## src/rtl/alu_exec_unit.sv

```systemverilog
// Execute-stage ALU with a registered result behind a valid/ready handshake.
// Single-cycle ops finish in one clock; MUL iterates shift-add over WIDTH clocks.
module alu_exec_unit #(
    parameter int WIDTH = 32
) (
    input  logic             clk,
    input  logic             reset,
    input  logic             in_valid,
    output logic             in_ready,
    input  logic [3:0]       ALUControl,
    input  logic [WIDTH-1:0] SrcA,
    input  logic [WIDTH-1:0] SrcB,
    output logic             out_valid,
    input  logic             out_ready,
    output logic [WIDTH-1:0] ALUResult,
    output logic             Zero,
    output logic             illegal_op,
    output logic             busy
);

    localparam int SW = $clog2(WIDTH);
    localparam logic [SW:0] CNT_LAST = (SW+1)'(WIDTH - 1);

    localparam logic [3:0] OP_ADD  = 4'b0000;
    localparam logic [3:0] OP_SUB  = 4'b0001;
    localparam logic [3:0] OP_AND  = 4'b0010;
    localparam logic [3:0] OP_OR   = 4'b0011;
    localparam logic [3:0] OP_XOR  = 4'b0100;
    localparam logic [3:0] OP_SLL  = 4'b0101;
    localparam logic [3:0] OP_SRL  = 4'b0110;
    localparam logic [3:0] OP_SRA  = 4'b0111;
    localparam logic [3:0] OP_SLT  = 4'b1000;
    localparam logic [3:0] OP_SLTU = 4'b1001;
    localparam logic [3:0] OP_MUL  = 4'b1010;

    typedef enum logic {
        S_IDLE,
        S_MUL
    } state_t;

    state_t           state;
    logic [WIDTH-1:0] acc;
    logic [WIDTH-1:0] mcand;
    logic [WIDTH-1:0] mplier;
    logic [SW:0]      cnt;

    logic [WIDTH-1:0] alu_res;
    logic             alu_illegal;
    logic [WIDTH-1:0] mul_sum;
    logic [SW-1:0]    shamt;
    logic             accept;

    assign busy     = (state == S_MUL);
    assign in_ready = (state == S_IDLE) && (!out_valid || out_ready);
    assign accept   = in_valid && in_ready;
    assign shamt    = SrcB[SW-1:0];
    assign mul_sum  = acc + (mplier[0] ? mcand : '0);

    // Single-cycle datapath; MUL is handled by the iterative path below.
    always_comb begin
        alu_res     = '0;
        alu_illegal = 1'b0;
        case (ALUControl)
            OP_ADD:  alu_res = SrcA + SrcB;
            OP_SUB:  alu_res = SrcA - SrcB;
            OP_AND:  alu_res = SrcA & SrcB;
            OP_OR:   alu_res = SrcA | SrcB;
            OP_XOR:  alu_res = SrcA ^ SrcB;
            OP_SLL:  alu_res = SrcA << shamt;
            OP_SRL:  alu_res = SrcA >> shamt;
            OP_SRA:  alu_res = $signed(SrcA) >>> shamt;
            OP_SLT:  alu_res = {{(WIDTH-1){1'b0}}, ($signed(SrcA) < $signed(SrcB))};
            OP_SLTU: alu_res = {{(WIDTH-1){1'b0}}, (SrcA < SrcB)};
            OP_MUL:  alu_res = '0;
            default: alu_illegal = 1'b1;
        endcase
    end

    // A freshly written result overrides the consume-clear of out_valid on the same edge.
    always_ff @(posedge clk) begin
        if (reset) begin
            state      <= S_IDLE;
            out_valid  <= 1'b0;
            ALUResult  <= '0;
            Zero       <= 1'b0;
            illegal_op <= 1'b0;
            acc        <= '0;
            mcand      <= '0;
            mplier     <= '0;
            cnt        <= '0;
        end else begin
            if (out_valid && out_ready) begin
                out_valid <= 1'b0;
            end
            case (state)
                S_IDLE: begin
                    if (accept) begin
                        if (ALUControl == OP_MUL) begin
                            acc    <= '0;
                            mcand  <= SrcA;
                            mplier <= SrcB;
                            cnt    <= '0;
                            state  <= S_MUL;
                        end else begin
                            ALUResult  <= alu_res;
                            Zero       <= (alu_res == '0);
                            illegal_op <= alu_illegal;
                            out_valid  <= 1'b1;
                        end
                    end
                end
                S_MUL: begin
                    acc    <= mul_sum;
                    mcand  <= mcand << 1;
                    mplier <= mplier >> 1;
                    cnt    <= cnt + 1'b1;
                    if (cnt == CNT_LAST) begin
                        ALUResult  <= mul_sum;
                        Zero       <= (mul_sum == '0);
                        illegal_op <= 1'b0;
                        out_valid  <= 1'b1;
                        state      <= S_IDLE;
                    end
                end
                default: state <= S_IDLE;
            endcase
        end
    end

endmodule

```

## config.mk

```make
export PLATFORM = sky130hd
export DESIGN_NAME = alu_exec_unit
export DESIGN_NICKNAME = d
export VERILOG_FILES = /design/src/rtl/alu_exec_unit.sv
export SDC_FILE = /design/constraint.sdc
export NUM_CORES = 1
export LEC_CHECK = 0
export CORE_ASPECT_RATIO = 1.1
export CORE_MARGIN = 5
export CORE_UTILIZATION = 40
export CTS_CLUSTER_SIZE = 40
export DETAILED_ROUTE_END_ITERATION = 6
export PLACE_DENSITY = 0.61
export SLEW_MARGIN = 5
export SYNTH_ARGS = -nofsm -noshare
export SYNTH_HDL_FRONTEND = slang
export SYNTH_SLANG_ARGS = --single-unit
```

## constraint.sdc

```tcl
create_clock -name clk -period 5.29 [get_ports clk]
set_input_delay 1.058 -clock clk [delete_from_list [all_inputs] [get_ports clk]]
set_output_delay 1.058 -clock clk [all_outputs]
set_load 0.05 [all_outputs]
```

==> run metrics, run 1 <==
Post-Synth Adder-Cell Area=0.0998; DRC Markers=2; Core Box Area=around 42,000 sq um; commonest cells after routing, fill and taps aside=buf_4 (282), nand2_1 (272), a21oi_1 (256); DRT antenna net count=0; crit path DAT=around 5.5 ns; Switching Share=0.408; fin. max-slew vios=0; # H-tree levels=4; vias in the first global route=19,800; Clock Skews=approximately 0.016 ns; Core Rows=79; vias=20,500; Simple-Gate Fraction of Synth Area=0.220; ant diodes=0; Finish-stage setup viols=0; Main synth FF type=dfxtp_1; Starting Density=0.405; Synth Area in XOR/XNOR=0.0209; Synth Area in Compound Gates=0.316; Max-Cap Viols=0; critical path data required time=~5.7 ns; height of the chip=around 230 um; DR WL met3=slightly below 9 mm; clock network latency to the later pin of the worst-skew pair=0.50 ns; GRT Total Usage=0.369; Seq/Total Area, Yosys=0.161; Psw=1.67 mW; cell area after synthesis=approximately 17,000 sq um; grt ovf=0; CP Max Fanout=4; worst vdd ir=0.000235 V; CP Class=in2reg; Layout Cells excl Fill=~3,200; Final Net Count=roughly 2,800; synth warn=0; failing checks=DRC; via/cell ratio=around 6.5; Placed Cells=~3,100; RSZ-0062 raised after global routing=no; status=complete, but fails checks; final wirelength=90.4 mm; clock share of power=0.304; Leakage=8.70 nW; Die Area=approximately 47,000 sq um; Highest Signal Layer=met5; commonest non-fill, non-tap cell in the layout=buf_4; internal power=2.43 mW; Critical Path End Type=flip-flop; final-report hold violation count=0; WHS=between 0.4 and 0.5 ns; Comb power frac=0.431; Buffers on Ports=108; minimum clock period=between 5 and 6 ns; initial antenna violation count=2; gpl congestion=between 1 and 1.5; met2 WL post-DR=41.2 mm; post_cts resized=0; CTS buffer count=17; M1 WL=36.0 mm; drt first pass iters=7; maximum operating frequency=around 200 MHz; hold path startpoint=ALUResult[8]; post-synthesis mux area share=0.112; DR iter-0 viols=~2,400; CTS Root Cell=clkbuf_16; layout cell share with drive strength beyond 1=0.177; Syn-to-layout area delta=23.6%; Flop pwr share=0.265; DP HPWL=70.2 mm; area of the multi-input gates=between 10,000 and 15,000 sq um; clock buffer depth=2; Mapped Nets=2,573; Async SR Flop Fraction=0; Hold Crit Class=reg2reg; syn avg cell area=slightly above 7 sq um; Slew @ Worst Pin=between 1 and 1.5 ns; global-route wire length before repair=approximately 130 mm; post-synthesis register bit count=roughly 140; CTS tree=built; register area=2770 sq um; Die W=between 200 and 250 um; CP startpoint=SrcA[0]; slew margin rel.=0.143; Post-synth EDFFs=0; Worst R2R Start=mplier[0]; fill cell count=between 4,000 and 5,000; postcts setup bufs=0; CTS clk-pin slew, worst paths=about 0.070 ns; Startpoint Class=input port; combinational family with the most area after synthesis=compound AO/OA/AOI/OAI gates; Hold Buf Count CTS=0; clk sink count=roughly 140; Mapped Cells=about 2,400; Tcrit/Tclk final=0.957; largest net degree at the start of global routing=between 70 and 80; DR WL/cell=approximately 28 um; IO Pins=roughly 110; Pwr Density=194 nW/um^2; post-synth cell types=88
[cell families after synthesis]
logic type,Yosys count
fa+ha+maj,135
mux,143
flops,138
buf+inv,301
simple gates,797
compound gates,811
xor+xnor,41
[per-stage QoR]
step / worst slack [ns] / instance area, sq um / setup TNS, ns / power, mW / util
6_report: 0.226 / 21200 / 0 / 4.10 / 0.501
5_1_grt: 0.0292 / 21200 / 0 / 4.25 / 0.501
4_1_cts: 0.363 / 21200 / 0 / 4.08 / 0.501
3_5_place_dp: -0.137 / 20600 / -0.174 / 2.82 / 0.487
3_3_place_gp: -0.0407 / 20600 / -0.0407 / 2.82 / 0.487
2_1_floorplan: 0.104 / 17100 / 0 / 2.02 / -
[state kept, by name, indices dropped and copies added (netlist names), 6 cells and up]
| register | cells |
|---|---|
| acc | 32 |
| cnt | 6 |
| mplier | 32 |
| mcand | 32 |
| ALUResult | 32 |
[critical path, cell delays in order]
cell             delay [ns]
clkdlybuf4s50_1        0.45
inv_1                  0.09
ha_1                   0.17
inv_1                  0.06
fa_1                   0.42
nor2b_1                0.18
o211ai_1               0.32
a211oi_1               0.14
buf_4                  0.18
o31ai_1                0.61
o221ai_1               0.23
a21oi_1                0.21
nand4_1                0.17
or4_1                  0.63
nor3_1                 0.32
nand4_1                0.14
o21ai_1                0.14
[final cells by class]
cell class / instances / area share
Clock inverter: 12 / 0.00537
Timing Repair Buffer: 405 / 0.165
Inverter: 109 / 0.0193
Sequential cell: 138 / 0.131
Tap cell: 567 / 0.0335
Multi-Input combinational cell: 1927 / 0.624
Clock buffer: 20 / 0.0220
[power by group through the flow]
| stage | combinational, mW | clock (mW) | sequential [mW] |
|---|---|---|---|
| 2_1_floorplan | 0.837 | 0 | 1.18 |
| 3_3_place_gp | 1.71 | 0 | 1.11 |
| 3_5_place_dp | 1.71 | 0 | 1.11 |
| 4_1_cts | 1.71 | 1.28 | 1.09 |
| 5_1_grt | 1.84 | 1.32 | 1.09 |
| 6_report | 1.77 | 1.25 | 1.09 |
[worst paths after layout]
kind                       end  slack (ns)  depth (start not counted)
setup / recovery          Zero        0.23                         17
setup reg to reg          Zero        1.05                         14
hold reg to reg   ALUResult[8]        0.45                          2
hold / removal    ALUResult[8]        0.45                          2
[metal layers]
metal,GRT usage,vias to the layer above
li1,-,9237
met1,0.468,9887
met2,0.607,1178
met3,0.0813,244
met4,0.166,2
met5,0,-
[cells in the mapped netlist (29+ instances only)]
cell type | number | share of area
a211oi_1 | 42 | 0.018
a21oi_1 | 256 | 0.075
a22oi_1 | 60 | 0.026
and2_1 | 38 | 0.014
buf_1 | 29 | 0.0063
buf_2 | 33 | 0.0096
clkbuf_1 | 123 | 0.027
dfxtp_1 | 138 | 0.16
ha_1 | 132 | 0.096
inv_1 | 105 | 0.023
mux2_2 | 34 | 0.022
mux2i_1 | 65 | 0.038
mux4_2 | 31 | 0.041
nand2_1 | 272 | 0.060
nand3_1 | 60 | 0.018
nor2_1 | 207 | 0.045
nor3_1 | 40 | 0.012
o211ai_1 | 41 | 0.018
o21ai_0 | 109 | 0.032
Power figures use the tool's default switching activity.
==> run 2: changes to the inputs <==
TNS_END_PERCENT = 100   (was unset)
==> results of run 2 <==
Final layout, timing and power as in run 1 (identical DEF).
